[src/rtl/rtc_calendar_core_pkg.sv]
// Shared types, field limits and month-length helper for the RTC calendar core.
package rtc_pkg;

   typedef enum logic [2:0] {
      ST_RUN       = 3'd0,
      ST_SET_HOUR  = 3'd1,
      ST_SET_MIN   = 3'd2,
      ST_SET_DAY   = 3'd3,
      ST_SET_MONTH = 3'd4,
      ST_SET_YEAR  = 3'd5
   } state_t;

   localparam logic [5:0] SEC_MAX   = 6'd59;
   localparam logic [5:0] MIN_MAX   = 6'd59;
   localparam logic [4:0] HOUR_MAX  = 5'd23;
   localparam logic [3:0] MONTH_MAX = 4'd12;
   localparam logic [6:0] YEAR_MAX  = 7'd99;

   // Every year divisible by four is a leap year inside 2000-2099.
   function automatic logic [4:0] days_in_month(input logic [3:0] month, input logic [6:0] year);
      case (month)
         4'd4, 4'd6, 4'd9, 4'd11: return 5'd30;
         4'd2:                    return (year[1:0] == 2'b00) ? 5'd29 : 5'd28;
         default:                 return 5'd31;
      endcase
   endfunction

endpackage

[src/rtl/rtc_calendar_core_if.sv]
// Control inputs and field/strobe outputs of the RTC calendar core.
interface rtc_calendar_core_if;
   logic       run;
   logic       key_mode;
   logic       key_inc;
   logic [5:0] second;
   logic [5:0] minute;
   logic [4:0] hour;
   logic [4:0] day;
   logic [3:0] month;
   logic [6:0] year;
   logic [2:0] set_state;
   logic       sec_pulse;
   logic       day_pulse;
   logic       blink;

   modport master (
      output run, key_mode, key_inc,
      input  second, minute, hour, day, month, year, set_state, sec_pulse, day_pulse, blink
   );

   modport slave (
      input  run, key_mode, key_inc,
      output second, minute, hour, day, month, year, set_state, sec_pulse, day_pulse, blink
   );
endinterface

[src/rtl/rtc_calendar_core_debounce.sv]
// Key synchroniser and debouncer; emits a one-cycle press on the debounced rising edge.
module key_debounce #(
   parameter int DEB_PERIOD    = 1024,
   parameter int DEB_SAMPLES   = 4,
   parameter bit EXT_SAMPLE_EN = 1'b0
) (
   input  logic clock,
   input  logic reset,
   input  logic key_raw,
   input  logic sample_en,
   output logic key_level,
   output logic key_press
);
   logic [1:0]             r_sync;
   logic [DEB_SAMPLES-1:0] r_shift;
   logic                   r_level;
   logic                   r_press;
   logic                   w_sampleEn;
   logic [DEB_SAMPLES-1:0] w_shiftNext;

   // A shared sample strobe may come from outside so several keys need only one counter.
   generate
      if (EXT_SAMPLE_EN) begin : g_extEn
         assign w_sampleEn = sample_en;
      end else begin : g_intEn
         localparam int CNT_W = (DEB_PERIOD > 1) ? $clog2(DEB_PERIOD) : 1;
         localparam logic [CNT_W-1:0] CNT_LAST = CNT_W'(DEB_PERIOD - 1);
         logic [CNT_W-1:0] r_cnt;
         always_ff @(posedge clock or posedge reset) begin
            if (reset) r_cnt <= '0;
            else       r_cnt <= (r_cnt == CNT_LAST) ? '0 : r_cnt + 1'b1;
         end
         assign w_sampleEn = (r_cnt == CNT_LAST);
      end
   endgenerate

   assign w_shiftNext = DEB_SAMPLES'({r_shift, r_sync[1]});

   always_ff @(posedge clock or posedge reset) begin
      if (reset) begin
         r_sync  <= '0;
         r_shift <= '0;
         r_level <= 1'b0;
         r_press <= 1'b0;
      end else begin
         r_sync  <= {r_sync[0], key_raw};
         r_press <= 1'b0;
         if (w_sampleEn) begin
            r_shift <= w_shiftNext;
            if (&w_shiftNext) begin
               r_level <= 1'b1;
               r_press <= ~r_level;
            end else if (~|w_shiftNext) begin
               r_level <= 1'b0;
            end
         end
      end
   end

   assign key_level = r_level;
   assign key_press = r_press;
endmodule

[src/rtl/rtc_calendar_core.sv]
// Time-of-day and 2000-2099 calendar counter with a run gate and a two-key set mode.
module rtc_calendar_core
   import rtc_pkg::*;
#(
   parameter int CLK_PER_SEC = 65536,
   parameter int DEB_PERIOD  = 1024,
   parameter int DEB_SAMPLES = 4
) (
   input logic          clock,
   input logic          reset,
   rtc_calendar_core_if.slave bus
);
   localparam int PRE_W = $clog2(CLK_PER_SEC);
   localparam logic [PRE_W-1:0] PRE_LAST = PRE_W'(CLK_PER_SEC - 1);
   localparam int DEB_W = (DEB_PERIOD > 1) ? $clog2(DEB_PERIOD) : 1;
   localparam logic [DEB_W-1:0] DEB_LAST = DEB_W'(DEB_PERIOD - 1);

   state_t           r_state, w_nextState;
   logic [PRE_W-1:0] r_presc;
   logic [DEB_W-1:0] r_debCnt;
   logic [5:0]       r_second, r_minute;
   logic [4:0]       r_hour, r_day;
   logic [3:0]       r_month;
   logic [6:0]       r_year;
   logic             r_secPulse, r_dayPulse;

   logic       w_sampleEn, w_modePress, w_incPress, w_unusedModeLevel, w_unusedIncLevel;
   logic       w_count, w_tick, w_incAct, w_exitSet;
   logic [3:0] w_monthNext;
   logic [6:0] w_yearNext;
   logic [4:0] w_dim, w_dimMonthNext, w_dimYearNext;

   always_ff @(posedge clock or posedge reset) begin
      if (reset) r_debCnt <= '0;
      else       r_debCnt <= (r_debCnt == DEB_LAST) ? '0 : r_debCnt + 1'b1;
   end
   assign w_sampleEn = (r_debCnt == DEB_LAST);

   key_debounce #(.DEB_PERIOD(DEB_PERIOD), .DEB_SAMPLES(DEB_SAMPLES), .EXT_SAMPLE_EN(1'b1)) u_keyMode (
      .clock(clock), .reset(reset), .key_raw(bus.key_mode), .sample_en(w_sampleEn),
      .key_level(w_unusedModeLevel), .key_press(w_modePress));

   key_debounce #(.DEB_PERIOD(DEB_PERIOD), .DEB_SAMPLES(DEB_SAMPLES), .EXT_SAMPLE_EN(1'b1)) u_keyInc (
      .clock(clock), .reset(reset), .key_raw(bus.key_inc), .sample_en(w_sampleEn),
      .key_level(w_unusedIncLevel), .key_press(w_incPress));

   assign w_count        = (r_state == ST_RUN) && bus.run;
   assign w_tick         = w_count && (r_presc == PRE_LAST);
   assign w_incAct       = w_incPress && !w_modePress;
   assign w_exitSet      = (r_state == ST_SET_YEAR) && w_modePress;
   assign w_monthNext    = (r_month == MONTH_MAX) ? 4'd1 : r_month + 4'd1;
   assign w_yearNext     = (r_year == YEAR_MAX) ? 7'd0 : r_year + 7'd1;
   assign w_dim          = days_in_month(r_month, r_year);
   assign w_dimMonthNext = days_in_month(w_monthNext, r_year);
   assign w_dimYearNext  = days_in_month(r_month, w_yearNext);

   always_ff @(posedge clock or posedge reset) begin
      if (reset) r_state <= ST_RUN;
      else       r_state <= w_nextState;
   end

   // Undefined encodings fall back to RUN even without a key press.
   always_comb begin
      w_nextState = r_state;
      case (r_state)
         ST_RUN:       if (w_modePress) w_nextState = ST_SET_HOUR;
         ST_SET_HOUR:  if (w_modePress) w_nextState = ST_SET_MIN;
         ST_SET_MIN:   if (w_modePress) w_nextState = ST_SET_DAY;
         ST_SET_DAY:   if (w_modePress) w_nextState = ST_SET_MONTH;
         ST_SET_MONTH: if (w_modePress) w_nextState = ST_SET_YEAR;
         ST_SET_YEAR:  if (w_modePress) w_nextState = ST_RUN;
         default:      w_nextState = ST_RUN;
      endcase
   end

   always_ff @(posedge clock or posedge reset) begin
      if (reset)          r_presc <= '0;
      else if (w_exitSet) r_presc <= '0;
      else if (w_count)   r_presc <= w_tick ? '0 : r_presc + 1'b1;
   end

   // Ticks only happen in RUN and increments only in SET states, so the branches never collide.
   always_ff @(posedge clock or posedge reset) begin
      if (reset) begin
         r_second   <= '0;
         r_minute   <= '0;
         r_hour     <= '0;
         r_day      <= 5'd1;
         r_month    <= 4'd1;
         r_year     <= '0;
         r_secPulse <= 1'b0;
         r_dayPulse <= 1'b0;
      end else begin
         r_secPulse <= 1'b0;
         r_dayPulse <= 1'b0;
         if (w_exitSet) begin
            r_second <= '0;
         end else if (w_tick) begin
            r_secPulse <= 1'b1;
            if (r_second != SEC_MAX) r_second <= r_second + 6'd1;
            else begin
               r_second <= '0;
               if (r_minute != MIN_MAX) r_minute <= r_minute + 6'd1;
               else begin
                  r_minute <= '0;
                  if (r_hour != HOUR_MAX) r_hour <= r_hour + 5'd1;
                  else begin
                     r_hour     <= '0;
                     r_dayPulse <= 1'b1;
                     if (r_day != w_dim) r_day <= r_day + 5'd1;
                     else begin
                        r_day   <= 5'd1;
                        r_month <= w_monthNext;
                        if (r_month == MONTH_MAX) r_year <= w_yearNext;
                     end
                  end
               end
            end
         end else if (w_incAct) begin
            case (r_state)
               ST_SET_HOUR: r_hour   <= (r_hour == HOUR_MAX) ? 5'd0 : r_hour + 5'd1;
               ST_SET_MIN:  r_minute <= (r_minute == MIN_MAX) ? 6'd0 : r_minute + 6'd1;
               ST_SET_DAY:  r_day    <= (r_day >= w_dim) ? 5'd1 : r_day + 5'd1;
               ST_SET_MONTH: begin
                  r_month <= w_monthNext;
                  if (r_day > w_dimMonthNext) r_day <= w_dimMonthNext;
               end
               ST_SET_YEAR: begin
                  r_year <= w_yearNext;
                  if (r_day > w_dimYearNext) r_day <= w_dimYearNext;
               end
               default: ;
            endcase
         end
      end
   end

   assign bus.second    = r_second;
   assign bus.minute    = r_minute;
   assign bus.hour      = r_hour;
   assign bus.day       = r_day;
   assign bus.month     = r_month;
   assign bus.year      = r_year;
   assign bus.set_state = r_state;
   assign bus.sec_pulse = r_secPulse;
   assign bus.day_pulse = r_dayPulse;
   assign bus.blink     = (r_state != ST_RUN) && r_presc[PRE_W-1];
endmodule

[src/flat_wrapper.sv]
// flat-port wrapper written by rule: the top's interface ports become plain ports
module rtc_calendar_core_flat import rtc_pkg::*;
#(
   parameter int CLK_PER_SEC = 65536,
   parameter int DEB_PERIOD  = 1024,
   parameter int DEB_SAMPLES = 4
)
  (clock, reset, bus_run, bus_key_mode, bus_key_inc, bus_second, bus_minute, bus_hour, bus_day, bus_month, bus_year, bus_set_state, bus_sec_pulse, bus_day_pulse, bus_blink);
  rtc_calendar_core_if bus_i ();
  input logic clock;
  input logic reset;
  input wire logic [$bits(bus_i.run)-1:0] bus_run;
  input wire logic [$bits(bus_i.key_mode)-1:0] bus_key_mode;
  input wire logic [$bits(bus_i.key_inc)-1:0] bus_key_inc;
  output wire logic [$bits(bus_i.second)-1:0] bus_second;
  output wire logic [$bits(bus_i.minute)-1:0] bus_minute;
  output wire logic [$bits(bus_i.hour)-1:0] bus_hour;
  output wire logic [$bits(bus_i.day)-1:0] bus_day;
  output wire logic [$bits(bus_i.month)-1:0] bus_month;
  output wire logic [$bits(bus_i.year)-1:0] bus_year;
  output wire logic [$bits(bus_i.set_state)-1:0] bus_set_state;
  output wire logic [$bits(bus_i.sec_pulse)-1:0] bus_sec_pulse;
  output wire logic [$bits(bus_i.day_pulse)-1:0] bus_day_pulse;
  output wire logic [$bits(bus_i.blink)-1:0] bus_blink;
  assign bus_i.run = bus_run;
  assign bus_i.key_mode = bus_key_mode;
  assign bus_i.key_inc = bus_key_inc;
  assign bus_second = bus_i.second;
  assign bus_minute = bus_i.minute;
  assign bus_hour = bus_i.hour;
  assign bus_day = bus_i.day;
  assign bus_month = bus_i.month;
  assign bus_year = bus_i.year;
  assign bus_set_state = bus_i.set_state;
  assign bus_sec_pulse = bus_i.sec_pulse;
  assign bus_day_pulse = bus_i.day_pulse;
  assign bus_blink = bus_i.blink;
  rtc_calendar_core #(.CLK_PER_SEC(CLK_PER_SEC), .DEB_PERIOD(DEB_PERIOD), .DEB_SAMPLES(DEB_SAMPLES)) u_core (.clock(clock), .reset(reset), .bus(bus_i));
endmodule
[config.mk]
export PLATFORM = sky130hd
export DESIGN_NAME = rtc_calendar_core_flat
export DESIGN_NICKNAME = d
export VERILOG_FILES = /design/src/rtl/rtc_calendar_core_pkg.sv /design/src/rtl/rtc_calendar_core_if.sv /design/src/rtl/rtc_calendar_core_debounce.sv /design/src/rtl/rtc_calendar_core.sv /design/src/flat_wrapper.sv
export SDC_FILE = /design/constraint.sdc
export NUM_CORES = 1
export LEC_CHECK = 0
export CAP_MARGIN = 30
export CORE_MARGIN = 1
export CORE_UTILIZATION = 61
export DETAILED_ROUTE_END_ITERATION = 7
export MAX_ROUTING_LAYER = met4
export PLACE_DENSITY = 0.95
export SYNTH_ARGS = -nofsm -noshare
export SYNTH_HDL_FRONTEND = slang
export SYNTH_SLANG_ARGS = --single-unit
export TNS_END_PERCENT = 30
[constraint.sdc]
create_clock -name clock -period 7.7 [get_ports clock]
set_clock_uncertainty 0.05 [all_clocks]
set_input_delay 0.77 -clock clock [delete_from_list [all_inputs] [get_ports clock]]
set_output_delay 0.77 -clock clock [all_outputs]
set_load 0.05 [all_outputs]
==> results.toml, run 1 <==
[outcome]
status = "finished clean"

[final_layout]
stdcell_count = 550
final_nets = 494
num_antenna_cells = 0
area_growth_pct = 16.3
drive_gt1_frac = 0.104

[clock_network]
htreeDepth = 3
cts_buffer_depth = 2
cts_tree = "yes"
cts_setup_buffers = 0
root_buffer = "clkbuf_8"
cts_made_buffers = 9
cts_resized = 0
insertion_delay_ns = 0.36
path_clk_slew_ns = 0.09
ctsHoldBuffers = 0
numClockSinks = 78

[detailed_routing]
first_pass_iters = 5
post-route-drc-count = 0
highest_layer = "met4"
via_count = 3423
wl_met2_um = 4670
postRouteAntennaNets = 0
drt_wl_total_um = 9080
viasPerCell = 6.22
routedWlPerCell_um = 16.5
drt_iter0_drc = 304
wl_met1_um = 3770
dr_wl_met3_um = 481

[synth]
synth_edf_count = 0
synth.avg_cell_area_um2 = 10.0
ys_warn_count = 0
seq_area_frac_synth = 0.464
synth_flop_cell = "dfrtp_1"
ys_ff_latch = 78
synth_cells = 421
syn-cell-area_um2 = 4220
ys_types = 57
ys_async_sr_fraction = 1.00
synthesis.nets = 447

[timing]
finalSetupViolations = 0
min_period_ns = 3.60
tightest_slew_ns = 0.875
period_share = 0.468
fmax_ghz = 0.278
slew_headroom = 0.402
rsz0062_at_grt = "false"
setup_tns_ns = 0
fin_hold_ws_ns = 0.309
final_max_slew_viol_count = 0
hold_violations = 0

[die]
die-area_um2 = 7250
io_pins = 44
core-area_um2 = 6490
fp.dieW_um = 85.1
rows = 29
start_util = 0.649
die_y_um = 85.1

[placed_design]
post-dp-hpwl_um = 6300
place_congestion = 0.864
place_inst = 533
io_buffers = 43

[critical_path]
cp_max_fo = 8
startpoint_type = "flip-flop"
path_class = "reg2reg"
endpoint_kind = "flip-flop"
cp.arrival_ns = 3.81
worstPathRequired_ns = 7.90

[pwr]
vdd_ir_drop_max_v = 0.000140
pwr_density_cell_nw_per_um2 = 162
p_leak_nw = 2.24

[grt]
grt_pass1_wl_um = 15300
antenna_found_initial = 0
overflow = 0
grt_pass1_vias = 3327
grt_start_max_net_pins = 79
track_usage = 0.277

[min_path]
min_path_type = "reg2reg"

[flow_run]
maxCapViolations = 0
==> where the power goes <==
group          internal [mW]  switching, mW
combinational         0.0283         0.0397
sequential             0.427         0.0254
clock                  0.124          0.149
==> final cells by class <==
type	instances	area [um^2]
clock buffers	10	138
clock inverters	6	37.5
fillers	407	1590
inverters	17	63.8
multi-input cells	317	2150
flip-flops and latches	78	1950
well taps	77	96.3
repair buffers	45	465
==> cells by family after synthesis <==
kind of cell             Yosys count  synth area share
XOR/XNOR                          28            0.0582
adder cells (fa/ha/maj)           21            0.0623
flip-flops                        78             0.464
multiplexers                      22            0.0588
AO/OA/AOI/OAI                     72             0.110
buffers and inverters             26            0.0273
AND/OR/NAND/NOR                  174             0.220
==> cell usage in the layout, fill, tap and decap left out, drive strengths merged, types with 2 or more instances in the layout <==
| cell | Yosys | routed |
|---|---|---|
| nor2b | 15 | 15 |
| inv | 17 | 17 |
| and2 | 2 | 2 |
| nor3 | 14 | 14 |
| or2 | 3 | 3 |
| mux2i | 3 | 3 |
| a21oi | 19 | 19 |
| nand3 | 21 | 21 |
| o21ai | 20 | 20 |
| clkinv | 0 | 3 |
| nor2 | 45 | 45 |
| xor2 | 16 | 16 |
| mux2 | 19 | 19 |
| and3 | 8 | 8 |
| or3b | 2 | 2 |
| dfrtp | 76 | 76 |
| nand4 | 12 | 12 |
| o211ai | 3 | 3 |
| nand2 | 28 | 28 |
| buf | 4 | 2 |
| nor3b | 6 | 6 |
| clkdlybuf4s50 | 0 | 43 |
| clkbuf | 5 | 10 |
| clkinvlp | 0 | 3 |
| a31oi | 3 | 3 |
| and4 | 6 | 6 |
| ha | 21 | 21 |
| xnor2 | 12 | 12 |
| o22ai | 2 | 2 |
| nand2b | 5 | 5 |
| dfstp | 2 | 2 |
| o31ai | 6 | 6 |
| a21o | 6 | 6 |
==> cell usage after synthesis (2+ instances only) <==
library cell / n / share of area
o31ai_1: 6 / 0.011
a21o_1: 6 / 0.011
nand2_1: 28 / 0.025
dfstp_2: 2 / 0.012
ha_1: 21 / 0.062
and2_1: 2 / 0.0030
a21oi_1: 19 / 0.023
a31oi_1: 2 / 0.0030
nand2b_1: 5 / 0.0074
and4_1: 6 / 0.012
clkbuf_1: 5 / 0.0045
o21ai_0: 18 / 0.021
or3b_2: 2 / 0.0042
nor3b_1: 6 / 0.011
nand3_1: 21 / 0.025
xnor2_1: 12 / 0.025
and3_1: 8 / 0.012
nor3_1: 13 / 0.015
mux2i_1: 3 / 0.0071
buf_2: 2 / 0.0024
o211ai_1: 3 / 0.0053
dfrtp_1: 76 / 0.45
nor2_1: 45 / 0.040
or2_2: 2 / 0.0030
nand4_1: 12 / 0.018
inv_1: 17 / 0.015
mux2_2: 18 / 0.048
xor2_1: 16 / 0.033
nor2b_1: 15 / 0.022
buf_6: 2 / 0.0053
o22ai_1: 2 / 0.0030
==> critical path: stages, from the launching register on <==
cell and delay (ns):
dfstp_2 0.60, inv_1 0.14, ha_1 0.26, a21o_1 0.16, a31oi_1 0.38, a211oi_1 0.12
a21oi_1 0.15, ha_1 0.25, a21oi_1 0.13, o21ai_0 0.12, a21o_1 0.18, a21oi_1 0.44
nor2_1 0.16, a221oi_1 0.37
==> path summary, 6_finish.rpt <==
path / startpoint / endpoint / slack (ns) / cells past startpoint
worst max-delay path: u_core.bus.month[0] / u_core.bus.day[0] / 4.10 / 13
worst min-delay path: u_core.u_keyMode.r_sync[0] / u_core.u_keyMode.r_sync[1] / 0.31 / 0
worst max register to register: u_core.bus.month[0] / u_core.bus.day[0] / 4.10 / 13
worst min register to register: u_core.u_keyMode.r_sync[0] / u_core.u_keyMode.r_sync[1] / 0.31 / 0
max in group asynchronous: reset / u_core.bus.day[0] / 6.38 / 4
min in group asynchronous: reset / u_core.r_debCnt[2] / 0.64 / 3
==> flip-flops by register name, summed over array words and instances (netlist names) <==
signal	flops
u_core.bus.month	4
u_core.bus.minute	6
u_core.bus.hour	5
u_core.u_keyInc.key_level	1
u_core.bus.sec_pulse	1
u_core.r_debCnt	10
u_core.bus.day_pulse	1
u_core.u_keyInc.r_shift	3
u_core.u_keyMode.key_press	1
u_core.u_keyMode.r_sync	2
u_core.u_keyMode.key_level	1
u_core.u_keyInc.key_press	1
u_core.u_keyMode.r_shift	3
u_core.bus.year	7
u_core.r_presc	16
u_core.bus.second	6
u_core.bus.set_state	3
u_core.bus.day	5
u_core.u_keyInc.r_sync	2
==> through the flow <==
step	instance area, um^2	setup WS, ns	power (mW)	utilization
after global placement	4700	4.22	0.514	0.723
after CTS	4870	4.19	0.795	0.750
after global routing	4900	3.78	0.826	0.755
after floorplan	4220	4.44	0.499	-
after detailed placement	4700	4.14	0.523	0.723
final	4900	4.10	0.794	0.755
==> per-layer routing <==
metal | up-vias | global-route usage
li1 | 1598 | -
met1 | 1667 | 0.336
met2 | 135 | 0.457
met3 | 23 | 0.0661
met4 | 0 | 0.0940
met5 | - | -
Power figures use the tool's default switching activity.
==> run 2, diff against run 1 <==
Settings changed: CORE_UTILIZATION 61 to 51, PLACE_DENSITY 0.95 to 0.86.
Clock period 7.7 ns to 3.2 ns, I/O delays scaled along.
==> run 2 against run 1 <==
Critical path depth is the same. Sequential power increased by 140%. Worst setup slack lost 3.9 ns. Flip-flop and latch count did not move. Largest power group unchanged. Register-to-register slack worse by 3.9 ns. First-iteration DRC count is 33% lower. Cell area grew 3.2%.
==> results.toml, run 2 (synthesis gave the netlist of run 1 again) <==
[clock_network]
cts_tree = "yes"
insertion_delay_ns = 0.35
cts_setup_buffers = 0
htreeDepth = 3
ctsHoldBuffers = 0
cts_made_buffers = 9
path_clk_slew_ns = 0.09
numClockSinks = 78
root_buffer = "clkbuf_8"
cts_buffer_depth = 2

[critical_path]
startpoint = "u_core.bus.month[0]"
cp_max_fo = 8
cp.arrival_ns = 3.19
r2r-start = "u_core.bus.month[0]"
startpoint_type = "flip-flop"
endpoint_kind = "flip-flop"
path_class = "reg2reg"
worstPathRequired_ns = 3.41

[final_layout]
top_register = "u_core.r_presc"
final_common_cell = "dfrtp_1"
largest_reg_flops = 16
drive_gt1_frac = 0.131
postLayoutCellArea_um2 = 5060
mostFrequentLayoutCells = "dfrtp_1, nor2_1, clkdlybuf4s50_1"
final_nets = 502
area_growth_pct = 20.0
num_antenna_cells = 0
final_util = 0.645

[grt]
grt_pass1_wl_um = 14800
overflow = 0
grt_pass1_vias = 3298
track_usage = 0.222
grt_start_max_net_pins = 79
antenna_found_initial = 0

[timing]
slew_headroom = 0.490
min_period_ns = 2.99
period_share = 0.933
final_max_slew_viol_count = 0
fin_hold_ws_ns = 0.301
hold_violations = 0
tightest_slew_ns = 0.758
fmax_ghz = 0.335
finalSetupViolations = 0

[placed_design]
io_buffers = 43
place_congestion = 0.859
post-dp-hpwl_um = 6080
place_area_um2 = 4810

[pwr]
pwr_density_cell_nw_per_um2 = 393
vdd_ir_drop_max_v = 0.000232
p_leak_nw = 2.30
finalPower_mw = 1.99

[die]
rows = 32
die_y_um = 92.9
start_util = 0.537
core-area_um2 = 7850
fp.dieW_um = 92.9
die-area_um2 = 8630
io_pins = 44

[flow_run]
maxCapViolations = 0

[detailed_routing]
first_pass_iters = 4
postRouteAntennaNets = 0
post-route-drc-count = 0
routedWlPerCell_um = 14.7
via_count = 3327
drt_iter0_drc = 205
drt_wl_total_um = 8570
viasPerCell = 5.72

[min_path]
min_path_type = "in2async"

[outcome]
status = "finished clean"
## run 2: power breakdown
group          internal (mW)  switching [mW]  total, mW
logic                 0.0690          0.0897      0.159
registers               1.03          0.0508       1.08
clock network          0.384           0.366      0.749
## run 2: final cells by class
cell class                      instances  area, um^2
Tap cell                              102         128
Fill cell                             654        2790
Clock inverter                          4        55.1
Inverter                               17        63.8
Sequential cell                        78        1960
Multi-Input combinational cell        317        2200
Timing Repair Buffer                   53         518
Clock buffer                           11         141
## run 2: metal layers
layer  vias up  share of wire  track usage
li1       1612              -            -
met1      1614           0.44        0.276
met2        79           0.49        0.348
met3        22          0.044       0.0509
met4         0          0.019       0.0974
met5         -              0            -
## run 2: path summary, 6_finish.rpt
kind                                              to  slack, ns  cells past startpoint
min in group clock         u_core.u_keyInc.r_sync[1]       0.30                      0
max reg2reg                        u_core.bus.day[0]       0.21                     13
max                                u_core.bus.day[0]       0.21                     13
min reg2reg                u_core.u_keyInc.r_sync[1]       0.30                      0
min                               u_core.r_debCnt[3]       0.30                      3
max in group asynchronous          u_core.bus.day[0]       2.41                      3
## run 2: per-stage QoR
stage	setup WS [ns]	TNS (ns)	std cells
2_1_floorplan	0.0515	0	421
3_3_place_gp	0.219	0	567
3_5_place_dp	0.0450	0	567
4_1_cts	0.0638	0	582
5_1_grt	-0.0186	-0.0186	582
6_report	0.215	0	582
## run 2: critical path, stage by stage, from the launching register on
cell and delay (ns):
dfstp_2 0.60, inv_1 0.07, ha_1 0.22, a21o_1 0.18, a31oi_4 0.26, a211oi_2 0.08, a21oi_1 0.13, ha_1 0.24
a21oi_1 0.14, o21ai_0 0.09, a21o_1 0.21, a21oi_4 0.22, nor2_1 0.11, a221oi_2 0.28
## run 2: timing repair
item                                    CTS  global route
resized for setup                         1             8
gates cloned                              0             0
pin swaps                                 0             1
endpoints found under the setup margin    1             6
